--- config.mk ---
export PLATFORM = sky130hd
export DESIGN_NAME = adc_frame_packer_flat
export DESIGN_NICKNAME = d
export VERILOG_FILES = /design/src/rtl/adc_frame_packer_if.sv /design/src/rtl/adc_frame_packer.sv /design/src/flat_wrapper.sv
export SDC_FILE = /design/constraint.sdc
export NUM_CORES = 1
export LEC_CHECK = 0
export ABC_AREA = 1
export BUFFER_PORTS_ARGS = -buffer_cell sky130_fd_sc_hd__buf_2
export CAP_MARGIN = 10
export CORE_ASPECT_RATIO = 2
export CORE_UTILIZATION = 57
export DETAILED_ROUTE_END_ITERATION = 10
export GPL_ROUTABILITY_DRIVEN = 0
export PLACE_DENSITY_LB_ADDON = 0.2
export SLEW_MARGIN = 5
export SYNTH_ARGS = -nofsm -noshare
export SYNTH_HDL_FRONTEND = slang
export SYNTH_SLANG_ARGS = --single-unit
--- constraint.sdc ---
create_clock -name clk -period 2.2 [get_ports clk]
set_clock_uncertainty 0.1 [all_clocks]
set_input_delay 0.11 -clock clk [delete_from_list [all_inputs] [get_ports clk]]
set_output_delay 0.11 -clock clk [all_outputs]
set_load 0.1 [all_outputs]
--- src/rtl/adc_frame_packer_if.sv ---
// adc_frame_packer_if: byte-stream valid/ready link from the frame packer to the UART sender
interface adc_frame_packer_if;
  logic [7:0] tx_data;
  logic       tx_valid;
  logic       tx_ready;
  modport master(output tx_data, tx_valid, input tx_ready);
  modport slave(input tx_data, tx_valid, output tx_ready);
endinterface

--- src/rtl/adc_frame_packer.sv ---
// adc_frame_packer: captures periodic ADC bursts and streams them as checksummed byte frames
module adc_frame_packer #(
  parameter int CLK_FRE   = 50,
  parameter int SEND_FRE  = 2,
  parameter int BURST_LEN = 16
) (
  input  logic                      clk,
  input  logic                      rst_n,
  input  logic                      sample_en,
  input  logic [7:0]                ad9280_data,
  adc_frame_packer_if.master        tx,
  output logic                      busy,
  output logic                      frame_skip
);
  localparam int PERIOD = CLK_FRE * 1_000_000 / SEND_FRE;
  localparam int IW = BURST_LEN > 1 ? $clog2(BURST_LEN) : 1;
  localparam logic [IW-1:0] LAST = IW'(BURST_LEN - 1);
  typedef enum logic [2:0] {IDLE, CAPTURE, HDR0, HDR1, SEQ, LEN, DATA, CSUM} state_t;
  state_t state, state_nx;
  logic [31:0] timer;
  logic tick, xfer, tx_state;
  logic [7:0] seq, csum, cur_byte;
  logic [IW-1:0] wr_idx, rd_idx;
  logic [7:0] mem [BURST_LEN];
  assign tick = timer == 32'(PERIOD - 1);
  assign xfer = tx.tx_valid && tx.tx_ready;
  assign busy = state != IDLE;
  assign tx_state = busy && state != CAPTURE;
  always_comb begin
    cur_byte = state == HDR0 ? 8'hA5 :
               state == HDR1 ? 8'h5A :
               state == SEQ  ? seq :
               state == LEN  ? 8'(BURST_LEN) :
               state == DATA ? mem[rd_idx] : csum;
  end
  always_comb begin
    state_nx = state;
    unique case (state)
      IDLE:    if (tick) state_nx = CAPTURE;
      CAPTURE: if (sample_en && wr_idx == LAST) state_nx = HDR0;
      DATA:    if (xfer && rd_idx == LAST) state_nx = CSUM;
      CSUM:    if (xfer) state_nx = IDLE;
      default: if (xfer) state_nx = state_t'(state + 3'd1);
    endcase
  end
  always_ff @(posedge clk or negedge rst_n) begin
    if (!rst_n) state <= IDLE;
    else state <= state_nx;
  end
  always_ff @(posedge clk or negedge rst_n) begin
    if (!rst_n) begin
      timer       <= '0;
      seq         <= '0;
      csum        <= '0;
      wr_idx      <= '0;
      rd_idx      <= '0;
      tx.tx_data  <= '0;
      tx.tx_valid <= 1'b0;
      frame_skip  <= 1'b0;
    end else begin
      timer      <= tick ? '0 : timer + 32'd1;
      frame_skip <= tick && busy;
      if (state == IDLE && tick) begin
        wr_idx <= '0;
        rd_idx <= '0;
        csum   <= seq + 8'(BURST_LEN);
      end
      if (state == CAPTURE && sample_en) begin
        csum   <= csum + ad9280_data;
        wr_idx <= wr_idx + 1'b1;
      end
      // Each byte is loaded one cycle after entering its state or after the previous transfer
      if (tx_state && !tx.tx_valid) begin
        tx.tx_valid <= 1'b1;
        tx.tx_data  <= cur_byte;
      end else if (xfer) begin
        tx.tx_valid <= 1'b0;
      end
      if (state == DATA && xfer) rd_idx <= rd_idx + 1'b1;
      if (state == CSUM && xfer) seq <= seq + 8'd1;
    end
  end
  always_ff @(posedge clk) begin
    if (state == CAPTURE && sample_en) mem[wr_idx] <= ad9280_data;
  end
endmodule

--- src/flat_wrapper.sv ---
// flat-port wrapper written by rule: the top's interface ports become plain ports
module adc_frame_packer_flat 
#(
  parameter int CLK_FRE   = 50,
  parameter int SEND_FRE  = 2,
  parameter int BURST_LEN = 16
)
  (clk, rst_n, sample_en, ad9280_data, busy, frame_skip, tx_tx_data, tx_tx_valid, tx_tx_ready);
  adc_frame_packer_if tx_i ();
  input  logic clk;
  input  logic rst_n;
  input  logic sample_en;
  input  logic [7:0] ad9280_data;
  output logic busy;
  output logic frame_skip;
  output wire logic [$bits(tx_i.tx_data)-1:0] tx_tx_data;
  output wire logic [$bits(tx_i.tx_valid)-1:0] tx_tx_valid;
  input wire logic [$bits(tx_i.tx_ready)-1:0] tx_tx_ready;
  assign tx_tx_data = tx_i.tx_data;
  assign tx_tx_valid = tx_i.tx_valid;
  assign tx_i.tx_ready = tx_tx_ready;
  adc_frame_packer #(.CLK_FRE(CLK_FRE), .SEND_FRE(SEND_FRE), .BURST_LEN(BURST_LEN)) u_core (.clk(clk), .rst_n(rst_n), .sample_en(sample_en), .ad9280_data(ad9280_data), .tx(tx_i), .busy(busy), .frame_skip(frame_skip));
endmodule
# After elaboration in Yosys (flattened, before gate mapping)
# Memories as Yosys holds them, arrays and structs flattened.
# Index checks and enable logic that the tools add are counted.
[totals]
regBits = 69
ram_bits = 128
in_bits = 12
output_inout_bits = 11
elab_cells = 71
memories = 1
[mem_list]
columns = ["memory", "depth", "word_bits", "read_ports", "rd_clocked_by_memory_dff", "wr", "line", "text"]
rows = [
  ["u_core.mem", 16, 8, 1, 0, 1, "adc_frame_packer.sv:24", "logic [7:0] mem [BURST_LEN];"],
]
[classes]
n_addsub = 7
eq_ne = 15
muxes = 21
n_reduce_logical = 18
[op_table]
columns = ["op", "n"]
rows = [
  ["$mux W8", 7],
  ["$add A32 B1 Y32 const B", 1],
  ["$eq A32 B25 Y1 const B", 1],
  ["$mux W32", 1],
  ["$mux W3", 5],
  ["$eq A3 B3 Y1 const B", 4],
  ["$mux W4", 3],
  ["$pmux W3 S4", 1],
  ["$logic_and A1 B1 Y1", 10],
  ["$add A4 B1 Y4 const B", 2],
  ["$add A8 B1 Y8 const B", 1],
  ["$add A8 B5 Y8 const B", 1],
  ["$add A8 B8 Y8", 1],
  ["$eq A4 B4 Y1 const B", 2],
  ["$eq A3 B2 Y1 const B", 2],
  ["$ne A2 B1 Y1 const B", 3],
  ["$reduce_bool A2 Y1", 3],
  ["$reduce_and A5 Y1", 1],
  ["$mux W1", 4],
  ["$reduce_bool A4 Y1", 1],
  ["$add A3 B1 Y3 const B", 1],
  ["$eq A3 B1 Y1 const B", 1],
  ["$logic_not A3 Y1", 1],
  ["$ne A3 B1 Y1 const B", 1],
  ["3 further kinds", 3],
]

# Longest topological paths before layout
# Gate-level depths: netlist (run 1).
[depth]
ltp_word = 6
depth_mapped = 15
depth_no_buf = 15

# Worst setup path after synthesis (run 1)
# No wires, ideal clock.
[synth_path]
kind = "reg2reg"
startpoint = "register u_core.state[1]"
endpoint = "memory u_core.mem[15][0] (enable)"
setup_ns = 0.383
t_arrival_ns = 1.782
required_ns = 1.717
slack_ns = -0.065
stages_incl_launch_ff = 7
n_path_buf = 2
synth_period_minus_slack_ns = 2.265
cell_sequence = "dfrtp_1 > inv_1 > ha_1 > nand3_1 > buf_2 > buf_1 > nor3_1"
[synth_via]
elab_chain_cells = 4
[synth_rtl]
columns = ["item", "line", "text"]
rows = [
  ["from (decl)", "adc_frame_packer.sv:19", "state_t state, state_nx;"],
  ["from (signal assigned)", "adc_frame_packer.sv:48", "else state <= state_nx;"],
  ["$eq A3 B1 Y1", "adc_frame_packer.sv:84", "if (state == CAPTURE && sample_en) mem[wr_idx] <= ad9280_data;"],
  ["$logic_and A1 B1 Y1", "adc_frame_packer.sv:84", ""],
  ["$mux W1", "adc_frame_packer.sv:84", ""],
  ["$mux W1 (implied by the code)", "adc_frame_packer.sv:84", ""],
  ["to (decl)", "adc_frame_packer.sv:24", ""],
]
# No other way between the ends.

# Worst setup path after layout (run 1)
[layout_path]
startpoint = "register u_core.timer[14]"
endpoint = "register u_core.timer[30]"
[layout_via]
elab_chain_cells = 2
word_cells_on_any_way = 3
cone_classes = "add/sub (1); eq/ne (1); mux (1)"
[layout_rtl]
columns = ["item", "line", "text"]
rows = [
  ["from (decl)", "adc_frame_packer.sv:20", "logic [31:0] timer;"],
  ["from (signal assigned)", "adc_frame_packer.sv:61", "timer <= tick ? '0 : timer + 32'd1;"],
  ["$add A32 B1 Y32 or $eq A32 B25 Y1 (tied branches)", "adc_frame_packer.sv:61, adc_frame_packer.sv:25", ""],
  ["$mux W32 (*)", "adc_frame_packer.sv:61", ""],
]
# Mark *: on every way between the ends. The rest lies on a longest branch, timed or not.
# A chain may end at the register's enable or synchronous reset.

==> flow_summary.ini, run 1 <==
[cts]
insertion_delay_ns = 0.44
htree_levels = 4
tritoncts = yes
cts-root-buf = clkbuf_16
numCtsBuffers = 17
clk_pin_slew_ns = 0.08
cts_sinks = 197
clk_path_buf_depth = 2

[sta]
min_period_ns = 2.11
setup_viol = 0
hold_violations = 0
fin_crit_sh_pct = 95.7
setup_tns_ns = 0
worst_pin_slew_ns = 0.752
slew_violations = 0
max-slew-margin-rel_pct = 49.5
grt_setup_unrepaired = false
hold_ws_ns = 0.00982
max_freq_mhz = 475
worst_slack_ns = 0.0947

[routing]
vias_per_cell = 5.67
drcViolationCount = 0
wl_per_cell_um = 19.2
dr.pass1.iters = 5
antenna_left = 0
first_iter_violations = 532
drt_wl_total_um = 25700
num_vias = 7587

[logic_synthesis]
synth_most_common_cell = nand2_1
avgSynthCellArea_um2 = 9.12
syn-num-nets = 1085
synth-seq-cells = 197
yosysSeqAreaShare_pct = 58.1
syn_inst = 1051
async_flop_share_pct = 35.0
synth_edf_count = 128
synth_cell_types = 38
yosys_warnings = 0
yosys.area.top_type = edfxtp_1
synth_top_area_share_pct = 40.1
synth_common_cells = 295 x nand2_1, 129 x inv_1, 128 x edfxtp_1, 107 x nor2_1, 90 x nand3_1
synthTopCellsByArea = edfxtp_1 40%, dfrtp_1 18%, nand2_1 12%
synthesis.area_um2 = 9590
ys.flop_type = edfxtp_1

[grt]
grt_max_degree = 49
track_usage_pct = 32.1
grt_pass1_wl_um = 40400
antenna_found_initial = 0
grt_pass1_vias = 7860
grt_overflow = 0

[job]
drv_cap = 0

[die]
rows = 66
die_area_um2 = 17400
core_um2 = 16400
io_pins = 23
dieHeight_um = 185
die_x_um = 93.7
initial_utilization_pct = 58.6

[pwr]
leakage_nw = 4.82
ir_drop_v = 0.000563
power.density_nw_per_um2 = 663

[placed_design]
post-place-cells = 1302
pre_cts_slack_ns = 0.0820
place_hpwl_um = 18700
portBuffers = 22

[worst_setup_path]
worstSetupStartpointType = flip-flop
crit_type = flip-flop to flip-flop
cp_data_required_time_ns = 2.41
cp-end-kind = flip-flop
cp_max_fo = 6
cp.arrival_ns = 2.32

[final_layout]
fin_nets = 1155
n_antenna_cell = 0
area_growth_pct = 14.4
drive_above_1_share_pct = 11.9
final_cells = 1338

[hold_path]
hold_path_class = input pin to flip-flop

[run_status]
outcome = finished clean
-- layer usage --
| metal | wire, um | part of all wire (%) | global-route usage, % |
|---|---|---|---|
| met3 | 958 | 3.7 | 4.43 |
| met2 | 14000 | 54 | 59.3 |
| met1 | 8390 | 33 | 29.9 |
| met4 | 2400 | 9.3 | 27.5 |
| met5 | 0 | 0 | 0 |
-- power by group --
part           switching [mW]  internal [mW]  total, mW  leakage (nW)
combinational           0.116         0.0394      0.156          2.48
clock                    1.46           1.71       3.17         0.280
sequential            0.00190           3.95       3.95          2.06
-- placed cells by master (no fill, tap or decap), drive strengths merged, types with 20 or more instances in the layout --
| master | instances |
|---|---|
| edfxtp | 128 |
| nand2 | 297 |
| nor3 | 20 |
| o21ai | 45 |
| dfrtp | 69 |
| nand3 | 91 |
| inv | 136 |
| ha | 21 |
| buf | 78 |
| xor2 | 27 |
| nor2 | 111 |
| a21oi | 26 |
-- metrics by stage --
stage          total power, mW  util, %  area, um^2
6_report                  7.28     67.1       11000
4_1_cts                   7.31     66.7       10900
3_5_place_dp              4.18     62.9       10300
3_3_place_gp              4.18     62.9       10300
5_1_grt                   7.43     67.1       11000
2_1_floorplan             4.07        -        9590
-- kinds of logic after synthesis --
logic type               count (synthesis)  synth area share (%)
flip-flops                             197                  58.1
AND/OR/NAND/NOR                        552                  24.5
AO/OA/AOI/OAI                           85                  4.88
buffers and inverters                  162                  6.58
XOR/XNOR                                33                  3.02
adder cells (fa/ha/maj)                 22                  2.95
-- final timing paths --
path / from / to / slack, ns / cells after the start
max: u_core.timer[14] / u_core.timer[30] / 0.09 / 6
min: ad9280_data[6] / u_core.mem[10][6] / 0.01 / 1
max reg2reg: u_core.timer[14] / u_core.timer[30] / 0.09 / 6
min reg2reg: u_core.tx.tx_data[1] / u_core.tx.tx_data[1] / 0.40 / 2
max in group asynchronous: rst_n / u_core.seq[4] / 1.21 / 3
min in group asynchronous: rst_n / u_core.timer[21] / 0.14 / 2
-- layout make-up --
| cell class | instances | area, um^2 |
|---|---|---|
| multi-input cells | 692 | 3430 |
| clock buffers | 18 | 429 |
| fillers | 1314 | 5380 |
| well taps | 204 | 255 |
| repair buffers | 81 | 614 |
| clock inverters | 14 | 168 |
| flip-flops and latches | 197 | 5570 |
| inverters | 132 | 499 |
-- critical path: stages, from the launching register on --
cell and delay, ns:
dfrtp_1 0.47, nand2_1 0.12, nor3_1 0.60, nand2_1 0.17, nor3_1 0.20, nand4_1 0.15
xnor2_1 0.16
-- flip-flops by register name, indices dropped and copies added, names as in the netlist --
register and count:
u_core.csum 8, u_core.frame_skip 1, u_core.mem 128, u_core.rd_idx 4, u_core.seq 8, u_core.state 3, u_core.timer 32, u_core.tx.tx_data 8
u_core.tx.tx_valid 1, u_core.wr_idx 4
-- timing repair --
item	CTS	global route
hold buffers	3	0
resized for setup	0	12
setup endpoints to repair	0	20
setup buffers	0	1
hold endpoints to repair	30	0
(Power assumes the default switching activity.)
==> run 2, diff against run 1 <==
CELL_PAD_IN_SITES_DETAIL_PLACEMENT = 0   (was unset)
CELL_PAD_IN_SITES_GLOBAL_PLACEMENT = 1   (was unset)
CORE_MARGIN = 5   (was unset)
CORE_UTILIZATION = 44   (was 57)
==> flow_summary.ini, run 2 (synthesis results as in run 1) <==
[sta]
fin_crit_sh_pct = 95.9
setup_tns_ns = 0
min_period_ns = 2.11
worst_pin_slew_ns = 0.505
max-slew-margin-rel_pct = 66.0
slew_violations = 0
setup_viol = 0
hold_violations = 0
grt_setup_unrepaired = false
max_freq_mhz = 474
worst_slack_ns = 0.0894

[routing]
first_iter_violations = 307
drt_wl_total_um = 26600
dr.pass1.iters = 5
num_vias = 7198
antenna_left = 0
drcViolationCount = 0
vias_per_cell = 5.12
wl_per_cell_um = 18.9

[cts]
numCtsBuffers = 17
cts-root-buf = clkbuf_16
insertion_delay_ns = 0.44
cts_setup_buffers = 0
cts_sinks = 197
tritoncts = yes
clk_pin_slew_ns = 0.07
htree_levels = 4
clk_path_buf_depth = 2

[pwr]
power_mw = 7.17
power.density_nw_per_um2 = 650
leakage_nw = 4.83
ir_drop_v = 0.000461

[final_layout]
largest-register = u_core.mem
final_cells = 1406
drive_above_1_share_pct = 11.8
final_area_um2 = 11000
largest_reg_flops = 128
area_growth_pct = 15.1
final_cell_mix = 294 x nand2_1, 129 x inv_1, 128 x edfxtp_1, 105 x nor2_1, 90 x nand3_1
fin_nets = 1155
layout_commonest_cell = nand2_1
reg_top3 = u_core.mem x128, u_core.timer x32
n_antenna_cell = 0

[placed_design]
portBuffers = 22
place_hpwl_um = 19900
post-place-cells = 1373
pre_cts_slack_ns = 0.0917
placed_area_um2 = 10400

[grt]
track_usage_pct = 22.4
grt_pass1_wl_um = 40900
grt_pass1_vias = 7481
grt_max_degree = 70
antenna_found_initial = 0
grt_overflow = 0

[run_status]
outcome = finished clean

[die]
core_um2 = 21500
die_x_um = 114
initial_utilization_pct = 44.6
rows = 76
die_area_um2 = 25000
io_pins = 23
dieHeight_um = 219

[worst_setup_path]
cp_data_required_time_ns = 2.24
cp-end-kind = flip-flop
worstSetupStartpointType = flip-flop
cp_max_fo = 7
cp.arrival_ns = 2.15
crit_type = flip-flop to flip-flop

[job]
drv_cap = 0

[hold_path]
hold_path_class = input pin to flip-flop
[run 2: changes by cell type in the layout (fill, tap and decap cells not counted), sizes merged]
cell / change
clkinv: +3
inv: -2
clkinvlp: -1
dlygate4sd3: -1
[run 2: power breakdown]
| part | switching (mW) | internal, mW | total [mW] | leakage, nW |
|---|---|---|---|---|
| registers | 0.00163 | 3.95 | 3.95 | 2.06 |
| clock network | 1.39 | 1.68 | 3.06 | 0.270 |
| logic | 0.117 | 0.0387 | 0.156 | 2.50 |
| total | 1.51 | 5.66 | 7.17 | 4.83 |
[run 2: cell type report]
cell class,count,area [um^2]
timing repair buffer,81,623
clock inverter,14,151
fill,2140,10500
tap,273,342
inverter,132,495
sequential,197,5570
multi-input combinational,692,3420
clock buffer,17,425
[run 2: final timing paths]
check	to	cells past startpoint	slack, ns	start
max	u_core.mem[6][7]	7	0.09	u_core.state[1]
min	u_core.mem[2][3]	2	0.03	ad9280_data[3]
max reg2reg	u_core.mem[6][7]	7	0.09	u_core.state[1]
min reg2reg	u_core.tx.tx_data[1]	2	0.38	u_core.tx.tx_data[1]
max in group asynchronous	u_core.timer[25]	3	1.55	rst_n
min in group asynchronous	u_core.tx.tx_data[1]	3	0.12	rst_n
[run 2: layer usage]
metal | up-vias | part of all wire [%] | wire (um) | track usage (%)
li1 | 3578 | - | - | -
met1 | 3415 | 32 | 8610 | 20.2
met2 | 137 | 58 | 15400 | 44.1
met3 | 68 | 2.5 | 667 | 3.41
met4 | 0 | 7.3 | 1950 | 15.0
met5 | - | 0 | 0 | 0
[run 2: timing repair]
item	4_1_cts	5_1_grt
endpoints found under the hold margin	70	0
endpoints found under the setup margin	0	16
gates resized for setup	0	8
hold buffers	2	0
[run 2: stage by stage]
stage	hold slack (ns)	utilization, %
finish	0.0312	51.3
global route	0.0247	51.3
CTS	0.0207	51.2
detailed placement	0.0746	48.4
global placement	0.0685	48.4
floorplan	-0.286	-
[run 2: critical path: stages, from the launching register on]
cell     delay [ns]
dfrtp_1        0.41
inv_1          0.09
ha_1           0.25
nand3_1        0.20
inv_1          0.20
nand2_1        0.16
nor2_1         0.19
buf_4          0.21
==> run 3, diff against run 2 <==
PLACE_DENSITY = 0.76   (was unset)
PLACE_DENSITY_LB_ADDON = unset   (was 0.2)
==> flow_summary.ini, run 3 (synthesis results as in run 1) <==
[final_layout]
reg_top3 = u_core.mem x128, u_core.timer x32
area_growth_pct = 14.9
final_cell_mix = 294 x nand2_1, 129 x inv_1, 128 x edfxtp_1, 106 x nor2_1, 90 x nand3_1
n_antenna_cell = 0
largest-register = u_core.mem
layout_commonest_cell = nand2_1
drive_above_1_share_pct = 11.1
fin_nets = 1152
largest_reg_flops = 128
final_area_um2 = 11000

[die]
dieHeight_um = 219
io_pins = 23
initial_utilization_pct = 44.6
rows = 76
die_x_um = 114
core_um2 = 21500
die_area_um2 = 25000

[placed_design]
place_hpwl_um = 19900
pre_cts_slack_ns = 0.0692
placed_area_um2 = 10400
portBuffers = 22

[sta]
min_period_ns = 2.07
max-slew-margin-rel_pct = 65.6
worst_slack_ns = 0.130
grt_setup_unrepaired = false
slew_violations = 0
worst_pin_slew_ns = 0.511
fin_crit_sh_pct = 94.1
setup_viol = 0
hold_violations = 0
max_freq_mhz = 483
setup_tns_ns = 0
hold_ws_ns = 0.0697

[cts]
numCtsBuffers = 17
clk_pin_slew_ns = 0.07
insertion_delay_ns = 0.44
cts_setup_buffers = 0
htree_levels = 4
cts-root-buf = clkbuf_16
cts_sinks = 197
clk_path_buf_depth = 2
tritoncts = yes

[routing]
vias_per_cell = 5.14
antenna_left = 0
first_iter_violations = 350
num_vias = 7213
dr.pass1.iters = 5
wl_per_cell_um = 18.8
drt_wl_total_um = 26400
drcViolationCount = 0

[worst_setup_path]
cp-end-kind = flip-flop
cp.buffers_inverters = 2
worstSetupStartpointType = flip-flop
cp_data_required_time_ns = 2.44
cpMaxStageDelayCell = dfrtp_1
cp.arrival_ns = 2.31
cp_max_fo = 3
crit_top_cell = nand2_1
worstPathCellList = ha_2, inv_1, fa_1, inv_1, nand3_1, nand2_1, nand2_1, nand2_1, nand2_1, nand2_1, nand2_1, nand3_1, nand2_1, nand2_1, nand2_1
crit_family = simple AND/OR/NAND/NOR gates
critPathMaxStageDelay_ns = 0.39
crit_type = flip-flop to flip-flop

[pwr]
power.density_nw_per_um2 = 659
leakage_nw = 4.81
p_sw_mw = 1.48
share_comb_of_total_power_pct = 2.2
clkPwrFrac_pct = 43.4
power_mw = 7.26
swShare_pct = 20.4
p_int_mw = 5.78
ir_drop_v = 0.000460
p_seq_share_pct = 54.4

[grt]
grt_overflow = 0
track_usage_pct = 22.3
antenna_found_initial = 0
grt_max_degree = 54
grt_pass1_vias = 7483
grt_pass1_wl_um = 41000

[run_status]
outcome = finished clean

[job]
drv_cap = 0

[hold_path]
hold_path_class = input pin to asynchronous set/reset pin
==> run 3: cell types whose count changed in the layout (fill, tap and decap cells not counted), sizes merged <==
cell and change:
clkbuf +3, dlygate4sd3 +1, buf -4, clkinv +1, clkinvlp -2, inv -2, bufinv +1
==> run 3: power by group through the flow <==
stage	Combinational, mW	Clock (mW)	Sequential, mW
2_1_floorplan	0.0299	0	4.04
3_3_place_gp	0.156	0	4.03
3_5_place_dp	0.158	0	4.03
4_1_cts	0.165	3.21	3.95
5_1_grt	0.175	3.36	3.95
6_report	0.160	3.15	3.95
==> run 3: final cells by class <==
cell class | count | area, um^2
clock buffer | 20 | 437
clock inverter | 12 | 155
fill | 2122 | 10500
inverter | 132 | 495
multi-input combinational | 692 | 3420
sequential | 197 | 5570
tap | 273 | 342
timing repair buffer | 78 | 591
==> run 3: layer usage <==
layer	GRT usage (%)	vias up	wire length, um
met1	20.6	3472	8640
li1	-	3571	-
met3	3.16	62	485
met5	0	-	0
met2	44.3	108	15800
met4	12.9	0	1510
==> run 3: worst reg2reg max path, cell delays in order, from the launching register on <==
cell     delay, ns
dfrtp_1       0.39
ha_2          0.22
inv_1         0.06
fa_1          0.37
inv_1         0.11
nand3_1       0.08
nand2_1       0.09
nand2_1       0.07
nand2_1       0.08
nand2_1       0.07
nand2_1       0.06
nand2_1       0.04
nand3_1       0.07
nand2_1       0.05
nand2_1       0.06
nand2_1       0.04
==> run 3: per-stage QoR <==
stage / cells / utilization [%]
2_1_floorplan: 1051 / -
3_3_place_gp: 1369 / 48.2
3_5_place_dp: 1369 / 48.2
4_1_cts: 1404 / 51.1
5_1_grt: 1404 / 51.3
6_report: 1404 / 51.3
==> run 3: worst paths after layout <==
path | startpoint | endpoint | slack, ns | cells after the start
worst max-delay path | u_core.csum[0] | u_core.csum[6] | 0.13 | 15
worst min-delay path | rst_n | u_core.state[1] | 0.07 | 2
max in group asynchronous | rst_n | u_core.timer[27] | 1.26 | 3
min in group clk | sample_en | u_core.state[1] | 0.07 | 5
worst min register to register | u_core.tx.tx_data[1] | u_core.tx.tx_data[1] | 0.38 | 2
worst max register to register | u_core.csum[0] | u_core.csum[6] | 0.13 | 15
==> run 3: what timing repair did <==
item / 4_1_cts / 5_1_grt
setup endpoints to repair: 0 / 18
gates resized for setup: 0 / 8
hold endpoints to repair: 74 / 0
hold buffers: 3 / 0
